$ cat src/rtl/ifu_prefetch_queue.sv
// ifu_prefetch_queue: sequential instruction prefetcher on an AXI AR/R channel.
// Keeps up to MAX_OUT reads in flight and buffers returned instructions in a
// DEPTH-entry FIFO. A redirect flushes the FIFO. Responses that are still in
// flight are counted and then discarded, so the bus never has to stall.
// Optional feature macro: IFU_PREFETCH_PERF_EN adds saturating perf counters.
module ifu_prefetch_queue #(
  parameter int                ADDR_W   = 64,
  parameter int                DATA_W   = 64,
  parameter int                DEPTH    = 4,
  parameter int                MAX_OUT  = 2,
  parameter logic [ADDR_W-1:0] RESET_PC = ADDR_W'(64'h8000_0000)
) (
  input  logic              clk,
  input  logic              rst,
  input  logic              redirect_vld,
  input  logic [ADDR_W-1:0] redirect_pc,
  output logic              out_vld,
  input  logic              out_rdy,
  output logic [ADDR_W-1:0] out_pc,
  output logic [31:0]       out_inst,
  output logic [ADDR_W-1:0] axi_AR_ADDR,
  output logic              axi_AR_VALID,
  input  logic              axi_AR_READY,
  input  logic [DATA_W-1:0] axi_R_DATA,
  input  logic              axi_R_VALID,
  output logic              axi_R_READY
`ifdef IFU_PREFETCH_PERF_EN
  ,
  output logic [31:0]       perf_fetch_cnt,
  output logic [31:0]       perf_drop_cnt,
  output logic [31:0]       perf_stall_cnt
`endif
);

  localparam int PW = $clog2(DEPTH);
  localparam int CW = $clog2(DEPTH + 1);
  localparam int IW = $clog2(MAX_OUT + 1);
  localparam int SW = CW + IW;

  logic [ADDR_W-1:0] r_fetch_pc, r_resp_pc, r_redir_pc;
  logic              r_redir_pend;
  logic [IW-1:0]     r_inflight, r_drop_cnt;
  logic [CW-1:0]     r_count;
  logic [PW-1:0]     r_wptr, r_rptr;
  logic [ADDR_W-1:0] r_pc_q   [DEPTH];
  logic [31:0]       r_inst_q [DEPTH];

  logic [SW-1:0]     w_sum;
  logic              w_credit, w_ar_fire, w_ar_stall, w_r_fire, w_keep, w_pop;
  logic [IW-1:0]     w_inflight_nxt, w_drop_nxt;
  logic [ADDR_W-1:0] w_redir_pc;
  logic [31:0]       w_inst;
  logic              w_unused_redir_lsb;

  // Issue only when every outstanding response is guaranteed a FIFO slot.
  // That credit cannot shrink while a request waits, so AR_VALID stays stable.
  assign w_sum        = SW'(r_inflight) + SW'(r_count);
  assign w_credit     = (w_sum < SW'(DEPTH)) && (r_inflight < IW'(MAX_OUT));
  assign axi_AR_VALID = w_credit && !rst;
  assign axi_AR_ADDR  = r_fetch_pc;
  assign axi_R_READY  = 1'b1;

  assign w_ar_fire  = axi_AR_VALID && axi_AR_READY;
  assign w_ar_stall = axi_AR_VALID && !axi_AR_READY;
  assign w_r_fire   = axi_R_VALID;
  assign w_keep     = w_r_fire && (r_drop_cnt == '0) && !redirect_vld;
  assign w_pop      = out_vld && out_rdy && !redirect_vld;
  assign w_redir_pc = {redirect_pc[ADDR_W-1:2], 2'b00};
  assign w_unused_redir_lsb = ^redirect_pc[1:0];

  // Stale responses still owed after a redirect: inflight once this cycle's
  // fires settle, plus a stuck request that must still go out unchanged
  assign w_drop_nxt = w_inflight_nxt + IW'(w_ar_stall);

  // Next in-flight count from this cycle's AR and R handshakes
  always_comb begin
    w_inflight_nxt = r_inflight;
    if (w_ar_fire && !w_r_fire)      w_inflight_nxt = r_inflight + IW'(1);
    else if (!w_ar_fire && w_r_fire) w_inflight_nxt = r_inflight - IW'(1);
  end

  // Pick the 32-bit instruction word from the bus beat using the response PC
  generate
    if (DATA_W == 64) begin : g_sel64
      assign w_inst = r_resp_pc[2] ? axi_R_DATA[63:32] : axi_R_DATA[31:0];
    end else begin : g_sel32
      assign w_inst = axi_R_DATA[31:0];
    end
  endgenerate

  assign out_vld  = (r_count != '0);
  assign out_pc   = r_pc_q[r_rptr];
  assign out_inst = r_inst_q[r_rptr];

  // Fetch/response PCs, credit counters, redirect handling and FIFO pointers
  always_ff @(posedge clk) begin
    if (rst) begin
      r_fetch_pc   <= RESET_PC;
      r_resp_pc    <= RESET_PC;
      r_redir_pc   <= RESET_PC;
      r_redir_pend <= 1'b0;
      r_inflight   <= '0;
      r_drop_cnt   <= '0;
      r_count      <= '0;
      r_wptr       <= '0;
      r_rptr       <= '0;
    end else begin
      r_inflight <= w_inflight_nxt;
      if (redirect_vld) begin
        r_count    <= '0;
        r_wptr     <= '0;
        r_rptr     <= '0;
        r_resp_pc  <= w_redir_pc;
        r_drop_cnt <= w_drop_nxt;
        r_redir_pc <= w_redir_pc;
        // A stuck request keeps its address; the target is applied once it fires
        if (w_ar_stall) begin
          r_redir_pend <= 1'b1;
        end else begin
          r_redir_pend <= 1'b0;
          r_fetch_pc   <= w_redir_pc;
        end
      end else begin
        if (w_ar_fire) begin
          r_fetch_pc   <= r_redir_pend ? r_redir_pc : r_fetch_pc + ADDR_W'(4);
          r_redir_pend <= 1'b0;
        end
        if (w_r_fire) begin
          if (r_drop_cnt != '0) r_drop_cnt <= r_drop_cnt - IW'(1);
          else                  r_resp_pc  <= r_resp_pc + ADDR_W'(4);
        end
        if (w_keep) r_wptr <= r_wptr + PW'(1);
        if (w_pop)  r_rptr <= r_rptr + PW'(1);
        if (w_keep && !w_pop)      r_count <= r_count + CW'(1);
        else if (!w_keep && w_pop) r_count <= r_count - CW'(1);
      end
    end
  end

  // FIFO payload storage; occupancy is tracked by the pointers above
  always_ff @(posedge clk) begin
    if (w_keep) begin
      r_pc_q[r_wptr]   <= r_resp_pc;
      r_inst_q[r_wptr] <= w_inst;
    end
  end

`ifdef IFU_PREFETCH_PERF_EN
  logic [31:0] r_perf_fetch, r_perf_drop, r_perf_stall;

  // Saturating event counters: kept responses, dropped responses, decode stalls
  always_ff @(posedge clk) begin
    if (rst) begin
      r_perf_fetch <= '0;
      r_perf_drop  <= '0;
      r_perf_stall <= '0;
    end else begin
      if (w_keep && (r_perf_fetch != '1)) r_perf_fetch <= r_perf_fetch + 32'd1;
      if (w_r_fire && !w_keep && (r_perf_drop != '1)) r_perf_drop <= r_perf_drop + 32'd1;
      if (out_vld && !out_rdy && (r_perf_stall != '1)) r_perf_stall <= r_perf_stall + 32'd1;
    end
  end

  assign perf_fetch_cnt = r_perf_fetch;
  assign perf_drop_cnt  = r_perf_drop;
  assign perf_stall_cnt = r_perf_stall;
`endif

endmodule

$ cat config.mk
export PLATFORM = sky130hd
export DESIGN_NAME = ifu_prefetch_queue
export DESIGN_NICKNAME = d
export VERILOG_FILES = /design/src/rtl/ifu_prefetch_queue.sv
export SDC_FILE = /design/constraint.sdc
export NUM_CORES = 1
export LEC_CHECK = 0
export CAP_MARGIN = 20
export CORE_MARGIN = 3
export CORE_UTILIZATION = 39
export DETAILED_ROUTE_END_ITERATION = 7
export GPL_TIMING_DRIVEN = 0
export PLACE_DENSITY_LB_ADDON = 0.08
export REMOVE_ABC_BUFFERS = 1
export SLEW_MARGIN = 20
export SYNTH_ARGS = -nofsm -noshare
export SYNTH_HDL_FRONTEND = slang
export SYNTH_SLANG_ARGS = --single-unit
$ cat constraint.sdc
create_clock -name clk -period 7.5 [get_ports clk]
set_clock_uncertainty 0.2 [all_clocks]
set_input_delay 0.75 -clock clk [delete_from_list [all_inputs] [get_ports clk]]
set_output_delay 0.75 -clock clk [all_outputs]
set_load 0.02 [all_outputs]
; After elaboration in Yosys (flattened, before gate mapping)
; Memory sizes are Yosys's and may differ from the RTL's. A register that Yosys moved wholly into a read port is not among the register bits.
; Index checks and enable logic that the tools add are counted.
[word_totals]
register_bits = 202
ramBits = 384
mem_count = 2
[memory_table]
columns = memory, words, width, read_ports, rd_ports_with_merged_regs, write_ports, line
row1 = r_pc_q, 4, 64, 1, 1, 1, 45  ; logic [ADDR_W-1:0] r_pc_q [DEPTH];
row2 = r_inst_q, 4, 32, 1, 1, 1, 46  ; logic [31:0] r_inst_q [DEPTH];
[op_classes]
addsub = 11
n_lt_le_gt_ge = 2
n_eq_ne = 2
n_mux = 24
bitwise_logic = 1
reduce_logical = 31
[ops]
columns = cell, n
row1 = $mux 64, 7
row2 = $add 64x3->64 const B, 2
row3 = $mux 32, 1
row4 = $mux 2, 9
row5 = $logic_and 1x1->1, 12
row6 = $reduce_bool 2->1, 5
row7 = $reduce_and 2->1, 4
row8 = $logic_not 1->1, 7
row9 = $add 2x1->2 const B, 3
row10 = $mux 3, 2
row11 = $mux 1, 5
row12 = $add 2x3->4, 1
row13 = $lt 4x3->1 const B, 1
row14 = $ne 2x2->1 const B, 2
row15 = $sub 2x1->2 const B, 2
row16 = $add 3x1->3 const B, 1
row17 = $reduce_bool 3->1, 1
row18 = $sub 3x1->3 const B, 1
row19 = $add 2x1->2, 1
row20 = $logic_not 2->1, 1
row21 = $lt 2x2->1 const B, 1
row22 = $reduce_or 2->1, 1
row23 = $not 1->1, 1

; Longest topological paths before layout
[depth]
word_depth = 11
ltp_mapped = 11
depth_no_buf = 10

; Least setup slack after synthesis
; No wires, ideal clock.
[synth_path]
path_kind = in2reg
from = input redirect_vld
to = memory r_inst_q[0][0], enable pin
arrival_time_ns = 3.707
path_slack_ns = 3.129
cell_stages = 4
n_path_buf = 2
path_cell_list = inv_2 buf_1 clkbuf_1 and3_1
[synth_between]
elab_chain_len = 4
[synth_lines]
columns = item, line
row1 = "start, declared", 15  ; input logic redirect_vld,
row2 = $logic_not 1->1, 66  ; assign w_keep = w_r_fire && (r_drop_cnt == '0) && !redirect_vld;
row3 = $logic_and 1x1->1, 66
row4 = $mux 1, 142  ; if (w_keep) begin
row5 = $mux 1 (implied by the code), 144  ; r_inst_q[r_wptr] <= w_inst;
row6 = "end, declared", 46
; Every way passes these cells.

==> results.toml <==
[synth]
synth_common_cells = "376 x edfxtp_1, 200 x dfxtp_1, 163 x nor2_1"
synth_cells = 1925
ys_async_sr_fraction = 0
ys_top_cells_by_area = "edfxtp_1 45%, dfxtp_1 16%, mux4_2 8.5%"
yosysTopAreaCellShare = 0.4524
synth-seq-cells = 576
ys_seq_area_frac = 0.6129
syn_area_per_cell_um2 = 12.96
synthDistinctLibCells = 77
synth_ff_type = "edfxtp_1"
yosys_warnings = 0
synth_top_area_cell = "edfxtp_1"
synth.most_common_cell = "edfxtp_1"
synth_edf_count = 376
synth_area_mm2 = 0.02496

[route]
detail-route-antenna-nets = 0
route.detailed.drc = 0
drt_iter0_drc = 1271
drt_wl_total_um = 70230
vias = 16930
wl_per_cell_um = 22.85
wl_met1_um = 31380
vias_per_cell = 5.510
wl_met3_um = 4043
dr.pass1.iters = 6
routed-wl-met2_um = 33070
topRoutingLayerUsed = "met4"

[cts]
clock_path_buffers = 3
numCtsBuffers = 61
post_cts_resized = 0
cts-root-buf = "clkbuf_16"
numClockSinks = 576
path_clk_slew_ps = 60
ctsHoldBuffers = 0
clk_latency_ps = 640
post_cts_buffers = 0
cts_max_level = 2
cts_tree = "yes"

[power]
vdd_drop_max_v = 0.0001979
p_leak_uw = 0.01011
total_power_uw = 7696
powerDensity_mw_per_mm2 = 248.1

[die]
start_util = 0.3949
die_y_um = 259.0
ioPinCount = 297
num_rows = 92
die_area_mm2 = 0.06706
core_area_mm2 = 0.06320
die_w_um = 259.0

[global_routing]
grt_pass1_wl_um = 106100
antenna_found_initial = 3
grt_pass1_vias = 16640
grt_max_degree = 100
grt.overflow.total = 0
grt.total_usage = 0.2065

[critical_path]
critical_path_class = "flip-flop to output port"
path_max_fanout = 27
cpPeakStageDelay_ps = 720
startpoint_type = "flip-flop"
cp-end-kind = "output port"
arrival_ps = 3100
crit_chain = "buf_12 -> buf_16 -> mux4_2 -> clkdlybuf4s50_1"
crit_slowest_cell = "dfxtp_4"
required_ps = 6550

[sta]
rsz0062_at_grt = "false"
relSlewSlack = 0.3192
finalSetupViolCount = 0
slew_violations = 0
final_hold_viol_count = 0
tightest_slew_ps = 1019
final.setup.worst_slack_ps = 3447
post-route-period-util = 0.5403
tns_ps = 0
fmax_mhz = 246.8
period_minus_slack_ps = 4053

[flow_run]
maxCapViolCount = 0

[final_layout]
area_growth_pct = 24.30
n_fill_cell = 5516
nets = 2319
layout-drive-gt1-share = 0.1249
final_util = 0.4909

[run_status]
status = "finished, final reports clean"

[worst_hold_path]
hold_path_class = "flip-flop to flip-flop"

[place]
numPortBuffers = 289
gp_congestion = 0.8588
dp_slack_ps = 3151
dp_hpwl_um = 47060
## metrics by stage
stage	area (um^2)	std cells	hold WS (ps)
3_5_place_dp	28980	2957	250.4
6_report	31020	3073	256.1
5_1_grt	31020	3073	275.2
3_3_place_gp	28360	2936	242.8
2_1_floorplan	24410	1801	228.6
4_1_cts	31010	3071	259.4
## cell type report
type | instances | area, um^2 | area share
clock inverter | 42 | 449.2 | 0.01448
tap | 846 | 1059 | 0.03412
antenna | 2 | 5.005 | 0.0001613
clock buffer | 72 | 1589 | 0.05123
sequential | 576 | 15310 | 0.4935
inverter | 25 | 101.3 | 0.003267
timing repair buffer | 310 | 3436 | 0.1108
multi-input combinational | 1200 | 9074 | 0.2925
## worst max-delay path: cells and delay by family (launching register included)
family	cells	cell delay, ps
multiplexers	1	540
buffers and inverters	3	1140
flip-flops	1	720
## cell usage in the layout, fill, tap and decap left out, types with 11 or more instances in the layout
| cell type | n |
|---|---|
| edfxtp_1 | 376 |
| clkdlybuf4s50_1 | 287 |
| dfxtp_1 | 196 |
| nor2_1 | 161 |
| nand2_1 | 148 |
| a21oi_1 | 96 |
| mux4_2 | 94 |
| nand3_1 | 80 |
| clkbuf_16 | 62 |
| o21ai_0 | 60 |
| mux2i_1 | 59 |
| xnor2_1 | 47 |
| a211oi_1 | 42 |
| mux2_2 | 34 |
| nor3_1 | 33 |
| xor2_1 | 28 |
| nand4_1 | 25 |
| and3_1 | 24 |
| nor4_1 | 24 |
| inv_1 | 22 |
| and4_1 | 18 |
| buf_16 | 15 |
| or3_1 | 13 |
| o21a_1 | 13 |
| nand2b_1 | 12 |
| a31oi_1 | 12 |
| clkinv_1 | 12 |
| o31ai_1 | 11 |
## flip-flops by register name, summed over array words and instances, names as in the netlist, named ones only
name / cells
r_pc_q: 248
r_inst_q: 128
axi_AR_ADDR: 62
r_redir_pc: 62
r_resp_pc: 62
r_count: 3
r_drop_cnt: 2
r_inflight: 2
r_rptr: 2
r_wptr: 2
r_redir_pend: 1
## cell families (layout without fill, tap and decap cells)
logic type	count (synthesis)	count (layout)	synth area share
DFF	576	576	0.6129
muxes	187	187	0.1238
xor gates and xnor gates	75	75	0.02632
and+or+nand+nor	576	576	0.1128
AOI/OAI and AO/OA	346	346	0.09190
adders and majority gates	11	11	0.005816
other	2	7	0.0003009
buffers and inverters	152	449	0.02617
## path summary, 6_finish.rpt
path,cells after the start,endpoint,slack [ps],from
max,4,out_pc[22],3450,flip-flop
max reg2reg,6,r_resp_pc[63],4130,r_resp_pc[19]
min,2,r_redir_pc[2],260,r_redir_pc[2]
min reg2reg,2,r_redir_pc[2],260,r_redir_pc[2]
## power by group
| group | switching, uW | leakage [uW] | internal (uW) |
|---|---|---|---|
| clock | 1280 | 0.000965 | 1790 |
| combinational | 509 | 0.00405 | 429 |
| sequential | 151 | 0.00509 | 3540 |
## per-layer routing
layer / global-route usage / vias up
met2: 0.3296 / 502
met1: 0.2899 / 8431
met3: 0.03619 / 100
li1: - / 7900
met4: 0.06044 / 0
met5: 0 / -
Power figures use the tool's default switching activity.
